$ cat src/rtl/pmem_pkg.sv
// Shared types, limits and the byte-merge helper used by pmemory.
package pmem_pkg;

    typedef enum logic {
        INIT  = 1'b0,
        READY = 1'b1
    } pmem_state_e;

    localparam int RD_LAT_MAX = 4;

    // One byte lane of a masked write: take the new byte only when its enable is set.
    function automatic logic [7:0] merge_byte(
        input logic [7:0] old_byte,
        input logic [7:0] new_byte,
        input logic       en
    );
        return en ? new_byte : old_byte;
    endfunction

endpackage

$ cat src/rtl/pmem_rd_pipe.sv
// Read-return shift register of {valid, err, data}, RD_LAT stages deep.
// The last stage only reloads data on a valid beat so the output holds between reads.
module pmem_rd_pipe #(
    parameter int DATA_W = 32,
    parameter int RD_LAT = 1
) (
    input  logic              clk,
    input  logic              rst_n,
    input  logic              in_valid,
    input  logic              in_err,
    input  logic [DATA_W-1:0] in_data,
    output logic              out_valid,
    output logic              out_err,
    output logic [DATA_W-1:0] out_data
);

    genvar gi;
    generate
        for (gi = 0; gi < RD_LAT; gi++) begin : g_stage
            logic              valid_reg;
            logic              err_reg;
            logic [DATA_W-1:0] data_reg;
            logic              valid_prev;
            logic              err_prev;
            logic [DATA_W-1:0] data_prev;

            if (gi == 0) begin : g_head
                assign valid_prev = in_valid;
                assign err_prev   = in_err;
                assign data_prev  = in_data;
            end else begin : g_body
                assign valid_prev = g_stage[gi-1].valid_reg;
                assign err_prev   = g_stage[gi-1].err_reg;
                assign data_prev  = g_stage[gi-1].data_reg;
            end

            // Data is cleared as well so the visible read data is 0 out of reset.
            always_ff @(posedge clk or negedge rst_n) begin
                if (!rst_n) begin
                    valid_reg <= 1'b0;
                    err_reg   <= 1'b0;
                    data_reg  <= '0;
                end else begin
                    valid_reg <= valid_prev;
                    err_reg   <= err_prev;
                    if ((gi != RD_LAT - 1) || valid_prev) begin
                        data_reg <= data_prev;
                    end
                end
            end
        end
    endgenerate

    assign out_valid = g_stage[RD_LAT-1].valid_reg;
    assign out_err   = g_stage[RD_LAT-1].err_reg;
    assign out_data  = g_stage[RD_LAT-1].data_reg;

endmodule

$ cat src/rtl/pmemory.sv
// Parametrised single-port memory with byte enables, range check and RD_LAT read pipeline.
// Define PMEM_INIT_CLEAR_EN to zero every word in an INIT sweep after reset.
module pmemory
    import pmem_pkg::*;
#(
    parameter  int DATA_W = 32,
    parameter  int DEPTH  = 16,
    parameter  int RD_LAT = 1,
    localparam int ADDR_W = $clog2(DEPTH),
    localparam int BE_W   = DATA_W / 8
) (
    input  logic              i_clk,
    input  logic              i_rst_n,
    input  logic              i_req,
    input  logic              i_we,
    input  logic [ADDR_W-1:0] i_address,
    input  logic [DATA_W-1:0] i_data_in,
    input  logic [BE_W-1:0]   i_be,
    output logic              o_ready,
    output logic [DATA_W-1:0] o_data_out,
    output logic              o_valid,
    output logic              o_err,
    output logic              o_init_done
);

    localparam logic [ADDR_W:0] DEPTH_L = (ADDR_W + 1)'(DEPTH);

    logic [DATA_W-1:0] mem [DEPTH];

    logic              ready;
    logic              accept;
    logic              in_range;
    logic [DATA_W-1:0] rd_word;
    logic [DATA_W-1:0] wr_word;
    logic              mem_we;
    logic [ADDR_W-1:0] mem_addr;
    logic [DATA_W-1:0] mem_wdata;
    logic              wr_err_reg;
    logic              pipe_err;

    assign in_range = ({1'b0, i_address} < DEPTH_L);
    assign accept   = i_req & ready;
    assign rd_word  = in_range ? mem[i_address] : '0;

    genvar gi;
    generate
        for (gi = 0; gi < BE_W; gi++) begin : g_merge
            assign wr_word[gi*8 +: 8] = merge_byte(rd_word[gi*8 +: 8], i_data_in[gi*8 +: 8], i_be[gi]);
        end
    endgenerate

`ifdef PMEM_INIT_CLEAR_EN
    localparam logic [ADDR_W:0] LAST_L = (ADDR_W + 1)'(DEPTH - 1);

    pmem_state_e       state_reg;
    pmem_state_e       state_next;
    logic [ADDR_W-1:0] init_cnt_reg;
    logic [ADDR_W-1:0] init_cnt_next;
    logic              clear_we;

    always_ff @(posedge i_clk or negedge i_rst_n) begin
        if (!i_rst_n) begin
            state_reg    <= INIT;
            init_cnt_reg <= '0;
        end else begin
            state_reg    <= state_next;
            init_cnt_reg <= init_cnt_next;
        end
    end

    always_comb begin
        state_next    = state_reg;
        init_cnt_next = init_cnt_reg;
        clear_we      = 1'b0;
        case (state_reg)
            INIT: begin
                clear_we = 1'b1;
                if ({1'b0, init_cnt_reg} == LAST_L) begin
                    state_next = READY;
                end else begin
                    init_cnt_next = init_cnt_reg + 1'b1;
                end
            end
            READY: begin
                state_next = READY;
            end
        endcase
    end

    assign ready = (state_reg == READY);

    // The sweep owns the write port while INIT; no request can be accepted then.
    always_comb begin
        mem_we    = accept & i_we & in_range;
        mem_addr  = i_address;
        mem_wdata = wr_word;
        if (clear_we) begin
            mem_we    = 1'b1;
            mem_addr  = init_cnt_reg;
            mem_wdata = '0;
        end
    end
`else
    logic ready_reg;

    always_ff @(posedge i_clk or negedge i_rst_n) begin
        if (!i_rst_n) begin
            ready_reg <= 1'b0;
        end else begin
            ready_reg <= 1'b1;
        end
    end

    assign ready     = ready_reg;
    assign mem_we    = accept & i_we & in_range;
    assign mem_addr  = i_address;
    assign mem_wdata = wr_word;
`endif

    always_ff @(posedge i_clk) begin
        if (mem_we) begin
            mem[mem_addr] <= mem_wdata;
        end
    end

    always_ff @(posedge i_clk or negedge i_rst_n) begin
        if (!i_rst_n) begin
            wr_err_reg <= 1'b0;
        end else begin
            wr_err_reg <= accept & i_we & ~in_range;
        end
    end

    pmem_rd_pipe #(
        .DATA_W (DATA_W),
        .RD_LAT (RD_LAT)
    ) u_rd_pipe (
        .clk       (i_clk),
        .rst_n     (i_rst_n),
        .in_valid  (accept & ~i_we),
        .in_err    (accept & ~i_we & ~in_range),
        .in_data   (rd_word),
        .out_valid (o_valid),
        .out_err   (pipe_err),
        .out_data  (o_data_out)
    );

    assign o_err       = pipe_err | wr_err_reg;
    assign o_ready     = ready;
    assign o_init_done = ready;

endmodule
$ cat config.mk
export PLATFORM = sky130hd
export DESIGN_NAME = pmemory
export DESIGN_NICKNAME = d
export VERILOG_FILES = /design/src/rtl/pmem_pkg.sv /design/src/rtl/pmem_rd_pipe.sv /design/src/rtl/pmemory.sv
export SDC_FILE = /design/constraint.sdc
export NUM_CORES = 1
export LEC_CHECK = 0
export BUFFER_PORTS_ARGS = -buffer_cell sky130_fd_sc_hd__clkbuf_2
export CAP_MARGIN = 20
export CORE_AREA = 2 2 218 220
export CTS_CLUSTER_SIZE = 25
export DETAILED_ROUTE_END_ITERATION = 8
export DIE_AREA = 0 0 220 222
export PLACE_DENSITY = 0.68
export SYNTH_ARGS = -nofsm -noshare
export SYNTH_HDL_FRONTEND = slang
export SYNTH_SLANG_ARGS = --single-unit
export TNS_END_PERCENT = 10
$ cat constraint.sdc
create_clock -name i_clk -period 4 [get_ports i_clk]
set_input_delay 0 -clock i_clk [delete_from_list [all_inputs] [get_ports i_clk]]
set_output_delay 0 -clock i_clk [all_outputs]
set_load 0.1 [all_outputs]
Word level (Yosys, flattened, before mapping) --
Memory sizes are Yosys's and may differ from the RTL's. Cells that the tools add are included.
Word-level totals: ROM bits 0, memories kept 1, bits in writable memories 512, register bits 34, input port bits 44, latch bits 0
Operators by class: divide/modulo/power cells 0, equality and inequality tests 0, add/subtract/negate cells 0, multiply operators 0, magnitude comparators 0, shift operators 0, bitwise logic cells 4, reduce and logical (&&, ||, !) cells 0, multiplexer cells 6
Memory list:
- mem | words 16, width 32, rd ports 1, clocked after Yosys merged registers in 0, wr ports 1, line pmemory.sv:28 | logic [DATA_W-1:0] mem [DEPTH];
Operators with widths (number):
- $mux W8 | 4
- $and A1 B1 Y1 | 3
- $mux W1 | 2
- $not A1 Y1 | 1

Logic depth before layout (Yosys ltp) --
word-level depth 4, gate-level depth with buffers 7, depth with buffers taken out 4

By module --
A second synthesis with hierarchy kept.
Unflattened totals: cells, all modules 963, area, all modules 21354.2 µm²
Modules (own cells, without submodules):
- pmemory | area an instance 19959.1 µm², cells an instance 893, instances 1
- pmem_rd_pipe | area an instance 1395.1 µm², cells an instance 70, instances 1

Least setup slack after synthesis --
OpenSTA, ideal clock, no wires.
path kind register -> register, start point register ready_reg (netlist: o_init_done), end point memory mem[0][0] (enable), data arrival time 3.968 ns, path buffers 0, setup time 0.461 ns, period minus slack after synthesis 4.430 ns, stages on the path, launching flop included 4, path slack -0.430 ns, path through dfrtp_1 -> and3_1 -> or3b_2 -> nor3_1
On the way: longest elaborated chain between the ends 4
Ends and longest elaborated chain:
- start, declared | line pmemory.sv:104 | logic ready_reg;
- start signal, assigned | line pmemory.sv:108 | ready_reg <= 1'b0;
- start signal, assigned | line pmemory.sv:110 | ready_reg <= 1'b1;
- $and A1 B1 Y1 | line pmemory.sv:42 | assign accept = i_req & ready;
- $and A1 B1 Y1
- $mux W1 | line pmemory.sv:121 | if (mem_we) begin
- $mux W1 (implied by the code) | line pmemory.sv:122 | mem[mem_addr] <= mem_wdata;
- end, declared | line pmemory.sv:28
No other way between the ends.

Worst setup path in the final report --
start point register ready_reg (netlist: o_init_done), end point memory mem[8][13] (enable)
The elaborated chain is that of the path after synthesis.

==> flow_summary.json <==
{
  "cts_buffers": 50,
  "vdd_drop_max_v": 0.000277,
  "max_freq_ghz": 0.380,
  "die_h_um": 222,
  "ant_nets": 0,
  "synth_seq_cells": 546,
  "crit_buf_inv": 1,
  "hpwl_um": 27600,
  "r2r-start": "o_init_done$_DFF_PN0_",
  "utilization_pct": 52.9,
  "cpLargestDelayFamily": "simple AND/OR/NAND/NOR gates",
  "io_buffers": 78,
  "setup_viol": 0,
  "maxCapViolCount": 0,
  "first_pass_iters": 8,
  "grt_pass1_vias": 10900,
  "hold_viol": 0,
  "die_area_mm2": 0.0488,
  "start_kind": "register",
  "path_cells": "and3_1 > or3b_2 > nor2_4 > buf_4",
  "cpPeakStageDelay_ps": 610,
  "synthAdderAreaFrac_pct": 0,
  "ys_types": 23,
  "synthSimpleGateAreaFrac_pct": 1.39,
  "reg2reg_depth": 4,
  "vias_per_cell": 5.84,
  "start_util_pct": 45.7,
  "worstMarginPinSlew_ps": 1140,
  "cts_resized": 0,
  "clockBufferDepth": 3,
  "synth-seq-area-share_pct": 76.8,
  "area_delta_synth_final_pct": 15.8,
  "timing_worst_setup_path_type": "register to register",
  "final_cells": 1762,
  "hold_depth": 3,
  "grt_pass1_wl_um": 70900,
  "yosysWarnings": 0,
  "hold_path_class": "input port to register",
  "timing.slew.headroom_pct": 23.7,
  "placed_area_mm2": 0.0227,
  "final_common_cell": "edfxtp_1",
  "diodes": 0,
  "clkLatencyLatePin_ps": 570,
  "cts_tree": "built",
  "endpoint_kind": "register",
  "synth_top_area_share_pct": 72.8,
  "synth_area_leaders": "edfxtp_1 (73%), mux4_2 (14%), dfrtp_1 (4.0%), mux2i_1 (3.0%), a222oi_1 (1.5%)",
  "die_w_um": 220,
  "first_iter_violations": 1214,
  "mostFrequentLayoutCells": "edfxtp_1 (512), mux4_2 (128), clkbuf_2 (75)",
  "slew_violations": 0,
  "hp-start": "i_data_in[27]",
  "synth.mux.area_fraction_pct": 16.7,
  "dp.cells": 1657,
  "worst_clock_skew_ps": 20.5,
  "setup_slack_ps": 1370,
  "fin_crit_ps": 2630,
  "final_nets": 1158,
  "antenna_found_initial": 2,
  "drive_above_1_share_pct": 31.8,
  "synth_top_family_by_area": "multiplexers",
  "synthFlopType": "edfxtp_1",
  "cts_sinks": 546,
  "async_reset_ff_share_pct": 6.23,
  "power.leakage_uw": 0.00821,
  "synth_top_cell_by_area": "edfxtp_1",
  "grt_use_total_pct": 19.9,
  "crit_fanout": 17,
  "preCtsSetupSlack_ps": 1320,
  "globalplace.congestion": 0.757,
  "reg2reg_to": "mem[8][13]$_DFFE_PP_",
  "fin_area_mm2": 0.0245,
  "status": "finished, final reports clean",
  "crit_path_start": "o_init_done$_DFF_PN0_",
  "grt_setup_unrepaired": "false",
  "cp_data_required_time_ps": 4240,
  "synth_edf_count": 512,
  "p_per_area_mw_per_mm2": 511,
  "io_pins": 80,
  "holdPathEnd": "mem[2][27]$_DFFE_PP_",
  "synth_area_mm2": 0.0211,
  "synth_compound_area_share_pct": 2.84,
  "cts-root-buf": "clkbuf_16",
  "syn_inst": 962,
  "wl_um": 47400,
  "slowest_stage": "or3b_2",
  "overflow": 0,
  "synth_xor_xnor_area_share_pct": 0,
  "core_area_mm2": 0.0463,
  "post_drt_wl_per_cell_um": 26.9,
  "synth_fp_nets": 1006,
  "r2r_slack_ps": 1370,
  "postCtsSetupBuffers": 0,
  "synth_area_per_cell_um2": 22.0,
  "placementRows": 79,
  "fin_crit_sh_pct": 65.8,
  "grt_start_max_net_pins": 91,
  "arrival_ps": 2870,
  "cts-htree-levels": 2,
  "clkTransAtPathRegs_ps": 60,
  "dr_total_vias": 10300,
  "drc": 0
}
-- report_power, final --
group	switching (uW)	leakage, uW	internal [uW]
clock network	1990	0.000813	2770
registers	59.4	0.00500	6410
logic	950	0.00240	327
-- what timing repair did --
item | CTS | global route
hold endpoints to repair | 120 | 0
endpoints found under the setup margin | 0 | 0
hold buffers | 12 | 0
-- flip-flops by register name, indices dropped and copies added (netlist names) --
| signal | flops |
|---|---|
| mem | 512 |
| u_rd_pipe.out_data | 32 |
| o_init_done | 1 |
| u_rd_pipe.out_valid | 1 |
-- Yosys cell counts, types with 12 or more instances --
library cell  count
nor2_1           16
inv_1            33
clkbuf_1         12
nand2_1          34
a222oi_1         32
buf_2            18
o221ai_1         32
edfxtp_1        512
mux4_2          128
dfrtp_1          34
mux2i_1          64
buf_4            13
-- worst max path at each step --
stage | cells past startpoint | to | slack [ps]
floorplan | 3 | mem[3][0]$_DFFE_PP_ | -90
global placement | 4 | mem[12][4]$_DFFE_PP_ | 1320
detailed placement | 4 | mem[12][4]$_DFFE_PP_ | 1320
CTS | 4 | mem[8][24]$_DFFE_PP_ | 1340
global route | 4 | mem[8][13]$_DFFE_PP_ | 1270
finish | 4 | mem[8][13]$_DFFE_PP_ | 1370
-- logic make-up after synthesis --
family,Yosys count
other cells,2
compound gates,64
buf+inv,91
flops,546
simple gates,67
mux,192
-- cell type report --
class	instances	area [um^2]
Fill cell	3528	21800
Sequential cell	546	16200
Multi-Input combinational cell	325	4540
Clock buffer	73	1450
Timing Repair Buffer	158	1160
Tap cell	607	759
Clock inverter	20	200
Inverter	33	124
-- stage by stage --
| stage | hold WS (ps) | power, uW | TNS (ps) |
|---|---|---|---|
| 2_1_floorplan | -296 | 7510 | -7990 |
| 3_3_place_gp | 149 | 7840 | 0 |
| 3_5_place_dp | 156 | 7860 | 0 |
| 4_1_cts | 7.43 | 12600 | 0 |
| 5_1_grt | 35.8 | 12900 | 0 |
| 6_report | 21.3 | 12500 | 0 |
-- layer usage --
layer  up-vias  wire, um  GRT usage, %
met4         4      1310          6.21
met1      5437     18300          25.8
met3        81      3290          3.72
met2       401     24500          34.2
li1       4368         -             -
met5         -        23             0
-- tightest hold or removal path, stage by stage --
cell	delay (ps)
clkbuf_2	80
inv_1	60
a222oi_1	220
Power figures use the tool's default switching activity.
